===== config.mk =====
export PLATFORM = sky130hd
export DESIGN_NAME = pc_redirect_unit_flat
export DESIGN_NICKNAME = d
export VERILOG_FILES = /design/src/rtl/pc_redirect_unit_if.sv /design/src/rtl/pc_redirect_unit.sv /design/src/flat_wrapper.sv
export SDC_FILE = /design/constraint.sdc
export NUM_CORES = 1
export LEC_CHECK = 0
export CAP_MARGIN = 20
export CORE_MARGIN = 1
export CORE_UTILIZATION = 36
export CTS_CLUSTER_DIAMETER = 120
export DETAILED_ROUTE_END_ITERATION = 7
export HOLD_SLACK_MARGIN = 0.08
export PLACE_DENSITY = 0.76
export RECOVER_POWER = 25
export SYNTH_ARGS = -nofsm -noshare
export SYNTH_HDL_FRONTEND = slang
export SYNTH_SLANG_ARGS = --single-unit

===== constraint.sdc =====
create_clock -name i_clock -period 2 [get_ports i_clock]
set_input_delay 0.4 -clock i_clock [delete_from_list [all_inputs] [get_ports i_clock]]
set_output_delay 0.4 -clock i_clock [all_outputs]
set_load 0.02 [all_outputs]

===== src/rtl/pc_redirect_unit_if.sv =====
// Jump redirect handshake between decode and the fetch PC owner.
// Decode is the master: it presents a resolved jump and holds it until ready.
interface pc_redirect_unit_if #(
  parameter int NB_DATA = 32,
  parameter int NB_REG  = 5
);
  logic               i_jump_valid;
  logic [1:0]         i_jump;
  logic [NB_DATA-1:0] i_pc_jump;
  logic [NB_DATA-1:0] i_pc_next;
  logic [NB_REG-1:0]  i_rd;
  logic               o_jump_ready;

  modport master (
    output i_jump_valid,
    output i_jump,
    output i_pc_jump,
    output i_pc_next,
    output i_rd,
    input  o_jump_ready
  );

  modport slave (
    input  i_jump_valid,
    input  i_jump,
    input  i_pc_jump,
    input  i_pc_next,
    input  i_rd,
    output o_jump_ready
  );
endinterface


===== src/rtl/pc_redirect_unit.sv =====
// Fetch PC owner: advance, jump redirect, link writeback, misalignment fault.
// Define DELAY_SLOT_EN for MIPS branch-delay-slot semantics.
module pc_redirect_unit #(
  parameter int                 NB_DATA  = 32,
  parameter int                 NB_REG   = 5,
  parameter logic [NB_DATA-1:0] RESET_PC = '0
) (
  input  logic               i_clock,
  input  logic               i_reset,
  input  logic               i_enable,
  input  logic               i_stall,
  pc_redirect_unit_if.slave  jmp,
  output logic [NB_DATA-1:0] o_pc,
  output logic [NB_DATA-1:0] o_pc_next,
  output logic               o_flush,
  output logic               o_link_we,
  output logic [NB_REG-1:0]  o_link_addr,
  output logic [NB_DATA-1:0] o_link_data,
  output logic               o_misaligned
);

  localparam logic [1:0] JMP_J    = 2'b00;
  localparam logic [1:0] JMP_JAL  = 2'b01;
  localparam logic [1:0] JMP_JALR = 2'b10;

  localparam logic [NB_DATA-1:0] STEP = NB_DATA'(4);
  localparam logic [NB_REG-1:0]  RA   = NB_REG'(31);

`ifdef DELAY_SLOT_EN
  typedef enum logic [1:0] {
    RUN   = 2'd0,
    SLOT  = 2'd1,
    FAULT = 2'd2
  } state_t;
  localparam logic [NB_DATA-1:0] LINK_OFS = STEP;
`else
  typedef enum logic [1:0] {
    RUN   = 2'd0,
    FAULT = 2'd2
  } state_t;
  localparam logic [NB_DATA-1:0] LINK_OFS = '0;
`endif

  state_t             state_q;
  state_t             state_d;
  logic [NB_DATA-1:0] pc_d;
  logic               flush_d;
  logic               we_d;
  logic [NB_REG-1:0]  addr_d;
  logic [NB_DATA-1:0] data_d;
  logic               mis_d;

`ifdef DELAY_SLOT_EN
  logic [NB_DATA-1:0] tgt_q;
  logic [NB_DATA-1:0] tgt_d;
`endif

  logic adv;
  logic ready;
  logic acc;
  logic misal;
  logic is_link;

  assign adv     = i_enable & ~i_stall & (state_q != FAULT);
  assign ready   = adv & (state_q == RUN);
  assign acc     = jmp.i_jump_valid & ready;
  assign misal   = |jmp.i_pc_jump[1:0];
  assign is_link = (jmp.i_jump == JMP_JAL) |
                   (jmp.i_jump == JMP_JALR);

  assign jmp.o_jump_ready = ready;
  assign o_pc_next        = o_pc + STEP;

  always_comb begin
    state_d = state_q;
    pc_d    = o_pc;
    flush_d = 1'b0;
    we_d    = 1'b0;
    addr_d  = o_link_addr;
    data_d  = o_link_data;
    mis_d   = o_misaligned;
`ifdef DELAY_SLOT_EN
    tgt_d   = tgt_q;
`endif
    unique case (state_q)
      RUN: begin
        if (acc && misal) begin
          state_d = FAULT;
          mis_d   = 1'b1;
        end else if (acc) begin
          if (is_link) begin
            we_d   = 1'b1;
            addr_d = (jmp.i_jump == JMP_JAL) ? RA : jmp.i_rd;
            data_d = jmp.i_pc_next + LINK_OFS;
          end
`ifdef DELAY_SLOT_EN
          // the slot instruction at pc+4 still runs before the target
          tgt_d   = jmp.i_pc_jump;
          pc_d    = o_pc + STEP;
          state_d = SLOT;
`else
          pc_d    = jmp.i_pc_jump;
          flush_d = 1'b1;
`endif
        end else if (adv) begin
          pc_d = o_pc + STEP;
        end
      end
`ifdef DELAY_SLOT_EN
      SLOT: begin
        if (adv) begin
          pc_d    = tgt_q;
          state_d = RUN;
        end
      end
`endif
      FAULT: begin
        state_d = FAULT;
      end
      default: begin
        state_d = RUN;
      end
    endcase
  end

  always_ff @(posedge i_clock) begin
    if (i_reset) begin
      state_q      <= RUN;
      o_pc         <= RESET_PC;
      o_flush      <= 1'b0;
      o_link_we    <= 1'b0;
      o_link_addr  <= '0;
      o_link_data  <= '0;
      o_misaligned <= 1'b0;
`ifdef DELAY_SLOT_EN
      tgt_q        <= '0;
`endif
    end else begin
      state_q      <= state_d;
      o_pc         <= pc_d;
      o_flush      <= flush_d;
      o_link_we    <= we_d;
      o_link_addr  <= addr_d;
      o_link_data  <= data_d;
      o_misaligned <= mis_d;
`ifdef DELAY_SLOT_EN
      tgt_q        <= tgt_d;
`endif
    end
  end

  unused_jmp_j: assert property (@(posedge i_clock) 1'b1 || (jmp.i_jump == JMP_J));

endmodule


===== src/flat_wrapper.sv =====
// flat-port wrapper written by rule: the top's interface ports become plain ports
module pc_redirect_unit_flat 
#(
  parameter int                 NB_DATA  = 32,
  parameter int                 NB_REG   = 5,
  parameter logic [NB_DATA-1:0] RESET_PC = '0
)
  (i_clock, i_reset, i_enable, i_stall, o_pc, o_pc_next, o_flush, o_link_we, o_link_addr, o_link_data, o_misaligned, jmp_i_jump_valid, jmp_i_jump, jmp_i_pc_jump, jmp_i_pc_next, jmp_i_rd, jmp_o_jump_ready);
  pc_redirect_unit_if #(.NB_DATA(NB_DATA), .NB_REG(NB_REG)) jmp_i ();
  input  logic i_clock;
  input  logic i_reset;
  input  logic i_enable;
  input  logic i_stall;
  output logic [NB_DATA-1:0] o_pc;
  output logic [NB_DATA-1:0] o_pc_next;
  output logic o_flush;
  output logic o_link_we;
  output logic [NB_REG-1:0] o_link_addr;
  output logic [NB_DATA-1:0] o_link_data;
  output logic o_misaligned;
  input wire logic [$bits(jmp_i.i_jump_valid)-1:0] jmp_i_jump_valid;
  input wire logic [$bits(jmp_i.i_jump)-1:0] jmp_i_jump;
  input wire logic [$bits(jmp_i.i_pc_jump)-1:0] jmp_i_pc_jump;
  input wire logic [$bits(jmp_i.i_pc_next)-1:0] jmp_i_pc_next;
  input wire logic [$bits(jmp_i.i_rd)-1:0] jmp_i_rd;
  output wire logic [$bits(jmp_i.o_jump_ready)-1:0] jmp_o_jump_ready;
  assign jmp_i.i_jump_valid = jmp_i_jump_valid;
  assign jmp_i.i_jump = jmp_i_jump;
  assign jmp_i.i_pc_jump = jmp_i_pc_jump;
  assign jmp_i.i_pc_next = jmp_i_pc_next;
  assign jmp_i.i_rd = jmp_i_rd;
  assign jmp_o_jump_ready = jmp_i.o_jump_ready;
  pc_redirect_unit #(.NB_DATA(NB_DATA), .NB_REG(NB_REG), .RESET_PC(RESET_PC)) u_core (.i_clock(i_clock), .i_reset(i_reset), .i_enable(i_enable), .i_stall(i_stall), .jmp(jmp_i), .o_pc(o_pc), .o_pc_next(o_pc_next), .o_flush(o_flush), .o_link_we(o_link_we), .o_link_addr(o_link_addr), .o_link_data(o_link_data), .o_misaligned(o_misaligned));
endmodule

## Word-level counts from Yosys, hierarchy flattened

Index checks and enable logic that the tools add are counted.

- Reduce and logical (&&, ||, !) cells: 9
- $add $sub $neg: 1
- Mux-type cells: 7
- Equal/unequal tests: 5
- Bitwise logic cells: 9

Operator list:

| cell | number |
|---|---|
| 32-bit two-way mux | 2 |
| 32-bit by 3-bit adder with 32-bit output, second input constant | 1 |
| 5-bit two-way mux | 1 |
| 1-bit bitwise AND | 4 |
| 2-bit equality test, second input constant | 2 |
| 2-bit inequality test, second input constant | 2 |
| 1-bit inverter | 4 |
| 2-bit case mux with 2 select lines | 1 |
| 4-bit AND reduction | 1 |
| 4-bit OR reduction | 1 |
| 3-bit AND reduction | 1 |
| 3-bit OR reduction | 1 |
| 2-bit by 1-bit equality test with 1-bit output, second input constant | 1 |
| 2-bit zero test | 1 |
| 1-bit two-way mux | 2 |
| 2-bit two-way mux | 1 |
| 2-bit AND reduction | 1 |
| 2-bit nonzero test | 1 |
| 2-bit OR reduction | 1 |
| 1-bit logical AND | 1 |
| 1-bit OR | 1 |

- Bits of input ports: 76
- Register bits after elaboration: 74
- Output and inout bits: 105
- Logic and storage cells: 38

## Logic depth before layout (Yosys ltp)

- Word-level depth: 8
- Mapped depth: 7
- Gate-level depth less buffers: 6

## Worst setup path before layout

Ideal clock, no wire load.

- Path type: register to output
- Start: reg u_core.o_pc[3]
- End: out o_pc_next[14]
- Arrival time: 2.017 ns
- Setup slack: -0.417 ns
- Cell stages (with the launch flop): 5
- Buffers on the path: 0
- Required time: 1.600 ns
- Cells stage by stage: dfxtp_1 > ha_1 > nand3_1 > or4_2 > xnor2_1

- Word-level cells in the longest chain between the ends: 1

RTL lines:

| element | RTL line | text |
|---|---|---|
| start: declaration | pc_redirect_unit.sv:13 | `output logic [NB_DATA-1:0] o_pc,` |
| start signal: assignment | pc_redirect_unit.sv:140 | `o_pc <= pc_d;` |
| 32-bit by 3-bit adder with 32-bit output | pc_redirect_unit.sv:72 | `assign o_pc_next = o_pc + STEP;` |
| end: declaration | flat_wrapper.sv:15 | `output logic [NB_DATA-1:0] o_pc_next;` |

Every way passes these cells.

## Worst setup path in the final report

- Start: reg u_core.o_pc[17]
- End: out o_pc_next[31]

Same word-level chain as after synthesis.

==> flow_summary.rst <==
.. list-table::
   :header-rows: 1

   * - Metric
     - Value
   * - Run status
     - complete, but fails checks
   * - Failing checks
     - setup timing
   * - Die area
     - 0.01037 mm^2
   * - Setup repair after global routing missed its margin
     - yes
   * - Library cell used as clock root buffer
     - clkbuf_8
   * - Core utilization of the finished layout
     - 73.80%
   * - Area growth, synth to finish
     - 100.2%
   * - Global placement routability congestion
     - 0.9623
   * - Nature of the critical path startpoint
     - flop
   * - Reg clk slew, reported paths
     - 0.07 ns
   * - Via/cell ratio
     - 5.522
   * - Relative contribution of the clock network to total power
     - 33.8%
   * - Proportion of power drawn by combinational gates
     - 21.4%
   * - CTS tree
     - built
   * - Fraction of layout instances using a drive strength above 1
     - 35.29%
   * - H-tree level count
     - 3
   * - Number of top-level pins
     - 181
   * - Total power density per cell area
     - 472.2 mW/mm^2
   * - Final layout net count
     - 824
   * - Net Count, Synth
     - 536
   * - Clock Latency Late Sink
     - 0.35 ns
   * - Largest net degree at the start of global routing
     - 44
   * - Time the worst path needs with I/O delays and setup
     - 2.392 ns
   * - Slew at the pin closest to its max-slew limit
     - 1.003 ns
   * - Critical Path Sink Type
     - primary output
   * - Share of synthesized registers carrying an async set or reset
     - 0%
   * - Count of flip-flops with a built-in enable after synthesis
     - 0
   * - Final cell count without fillers
     - 885
   * - Post-DP HPWL
     - 9.790 mm
   * - Number of violations reported at the end of detailed-routing iteration 0
     - 240
   * - Endpoints failing hold
     - 0
   * - Effective utilization at floorplan
     - 36.87%
   * - Seq/Total Area, Yosys
     - 40.74%
   * - Deepest clock path buffer count
     - 2
   * - Antenna violations before repair
     - 2
   * - Sink Count
     - 73
   * - Main flop type after synthesis
     - dfxtp_1
   * - Number of flip-flops and latches in the synthesized netlist
     - 73
   * - Final max-slew violation count
     - 0
   * - Yosys warning count
     - 0
   * - Area of the multi-input gates
     - 0.002471 mm^2
   * - Count of cell types in the netlist
     - 49
   * - Switching Fraction
     - 27.88%
   * - Vias in the first global route
     - 4,551
   * - Signal arrival time at the worst endpoint
     - 1.99 ns
   * - Final setup violation count
     - 51
   * - Remaining number of nets flagged by the antenna check after routing
     - 0
   * - Number of I/O port buffers
     - 180
   * - Wire length reported by the detailed router
     - 15.70 mm
   * - Hold buffers post-CTS
     - 0
   * - Count of maximum capacitance violations
     - 0
   * - Cell leakage power
     - 2.967 nW
   * - Core area
     - 0.009729 mm^2
   * - Total global routing overflow
     - 0
   * - Top fanout value on the critical path
     - 4
   * - Mean instance size in the synthesized netlist
     - 7.832 um^2
   * - Placed insts
     - 828
   * - Total iterations of the first detailed-routing run
     - 5
   * - Reg area
     - 0.001495 mm^2
   * - First-pass GRT wire length
     - 22.15 mm
   * - Startpoint-to-endpoint class of the critical path
     - reg2out
   * - Drc violations
     - 0
   * - Total CTS buffers
     - 9
   * - Die Y-Extent
     - 101.8 um
   * - Worst IR Drop VDD
     - 0.3561 mV
   * - Power share of the sequential group
     - 44.8%
   * - Count of standard-cell rows
     - 36
   * - F_max
     - 418.0 MHz
   * - Worst flop-to-flop path startpoint
     - u_core.o_pc[12]
   * - Data required time at the worst endpoint
     - 1.60 ns
   * - Switching power
     - 0.0009455 W
   * - Per-cell routed wire length
     - 17.74 um
   * - Mapped cell area
     - 0.003587 mm^2
   * - CP Launch Point
     - u_core.o_pc[17]
   * - Share of the clock period used by the worst path after layout
     - 119.6%
   * - Final Total Pwr
     - 0.003391 W
   * - Worst-case headroom to the max-slew limit
     - 33.10%
   * - Internal
     - 0.002445 W
   * - Die span in x
     - 101.8 um
   * - Overall Global Routing Usage
     - 27.51%
   * - Class of the worst hold path
     - reg2reg
   * - Cell count after synthesis
     - 458
   * - Launch instance of the worst min-delay path
     - u_core.o_link_data[17]
   * - Count of fill cells added during filler insertion
     - 663
   * - Post-route clock skew
     - 0.01259 ns
   * - Routed via count
     - 4,887
   * - Final worst slack
     - -0.3923 ns
metal layers:
metal | track usage (%) | part of all wire (%)
met1 | 31.38 | 38
met2 | 47.66 | 49
met3 | 7.661 | 9.6
met4 | 13.08 | 3.7
met5 | 0 | 0.057
layout by cell type, fill, tap and decap left out, types with 3 or more instances in the layout:
master,netlist,final
a21o_1,3,3
a21oi_1,41,41
a22o_1,10,10
a22oi_1,5,4
a31oi_1,11,9
and3_1,6,5
buf_4,2,124
buf_6,0,27
clkbuf_2,0,4
clkbuf_8,0,9
clkdlybuf4s50_1,0,143
dfxtp_1,73,52
dfxtp_2,0,18
dfxtp_4,0,3
inv_1,5,5
nand2_1,91,83
nand2_4,0,6
nand2b_1,3,3
nand3_1,15,9
nand3_4,0,5
nand4_1,11,11
nor2_1,37,32
nor2_4,0,4
nor3_1,21,20
nor3b_1,4,3
nor4_4,1,4
o211ai_1,3,3
o21ai_0,9,8
o31a_1,3,3
o32ai_1,11,9
xnor2_2,0,20
cell type report:
| type | count | area share, % |
|---|---|---|
| Multi-Input combinational cell | 343 | 34.41 |
| Antenna cell | 1 | 0.03485 |
| Clock buffer | 9 | 1.725 |
| Inverter | 5 | 0.2614 |
| Sequential cell | 73 | 20.82 |
| Tap cell | 133 | 2.317 |
| Timing Repair Buffer | 314 | 39.47 |
| Clock inverter | 7 | 0.9584 |
registers in the layout, indices dropped and copies added (netlist names):
signal / flops
u_core.o_link_we: 1
u_core.state_q: 1
u_core.o_pc: 32
u_core.o_link_addr: 5
u_core.o_misaligned: 1
u_core.o_flush: 1
u_core.o_link_data: 32
what timing repair did:
item                       CTS  global route
buffers inserted            22            26
pin swaps                   33            29
setup endpoints to repair   32            39
gates resized for setup    194            35
stage by stage:
stage / setup WS [ns] / setup TNS, ns / hold WS [ns] / cell area, um^2
finish: -0.3923 / -9.918 / 0.4558 / 7181
global route: -0.4902 / -11.76 / 0.4768 / 7181
CTS: -0.3381 / -5.510 / 0.4582 / 6944
detailed placement: -0.4693 / -24.28 / 0.4470 / 6404
global placement: -0.4404 / -21.68 / 0.4412 / 6404
floorplan: -0.04996 / -0.08963 / 0.4765 / 3859
worst max-delay path, cell delays in order, from the launching register on:
cell and delay, ns:
dfxtp_4 0.35, nand4_1 0.12, buf_6 0.15, nor4_4 0.32
buf_4 0.19, nand4_1 0.17, xnor2_2 0.18, buf_4 0.16
power groups by stage:
stage	clock (W)	combinational [W]	sequential, W
2_1_floorplan	0	0.000233	0.00161
3_3_place_gp	0	0.000682	0.00155
3_5_place_dp	0	0.000688	0.00155
4_1_cts	0.00117	0.000690	0.00152
5_1_grt	0.00126	0.000761	0.00152
6_report	0.00115	0.000724	0.00152
logic make-up (layout without fill, tap and decap cells):
kind of cell	Yosys count	after routing	share of synthesized area, %
compound gates	106	106	19.43
buf+inv	42	335	4.709
other cells	0	1	0
simple gates	209	209	28.08
fa+ha+maj	2	2	0.6975
flops	73	73	40.74
xor+xnor	26	26	6.348
synthesized netlist by cell type, types with 2 or more instances:
| cell | n | area (um^2) |
|---|---|---|
| nand2_1 | 91 | 341.6 |
| inv_1 | 5 | 18.77 |
| clkbuf_1 | 32 | 120.1 |
| o31a_1 | 3 | 26.28 |
| buf_2 | 3 | 15.01 |
| and3_1 | 6 | 37.54 |
| a21oi_1 | 41 | 205.2 |
| xor2_1 | 4 | 35.03 |
| o211ai_1 | 3 | 22.52 |
| or4_1 | 2 | 15.01 |
| nor4_1 | 3 | 18.77 |
| nor3b_1 | 4 | 30.03 |
| nand4_1 | 11 | 68.82 |
| nand3_1 | 15 | 75.07 |
| ha_1 | 2 | 25.02 |
| a31oi_1 | 11 | 68.82 |
| nand2b_1 | 3 | 18.77 |
| xnor2_1 | 22 | 192.7 |
| a21o_1 | 3 | 22.52 |
| and2_1 | 2 | 12.51 |
| a22oi_1 | 5 | 37.54 |
| buf_4 | 2 | 15.01 |
| nor3_1 | 21 | 105.1 |
| o21ai_0 | 9 | 45.04 |
| dfxtp_1 | 73 | 1461 |
| o31ai_1 | 3 | 22.52 |
| o32ai_1 | 11 | 96.34 |
| nor2_1 | 37 | 138.9 |
| or3_1 | 2 | 12.51 |
| a22o_1 | 10 | 87.58 |
final timing paths:
| kind | to | slack, ns | cells after the start |
|---|---|---|---|
| setup reg to reg | u_core.o_pc[19] | -0.25 | 9 |
| hold / removal | u_core.o_link_data[17] | 0.46 | 2 |
| hold reg to reg | u_core.o_link_data[17] | 0.46 | 2 |
| setup / recovery | o_pc_next[31] | -0.39 | 7 |
No activity file was read; power rests on OpenSTA's default activity.
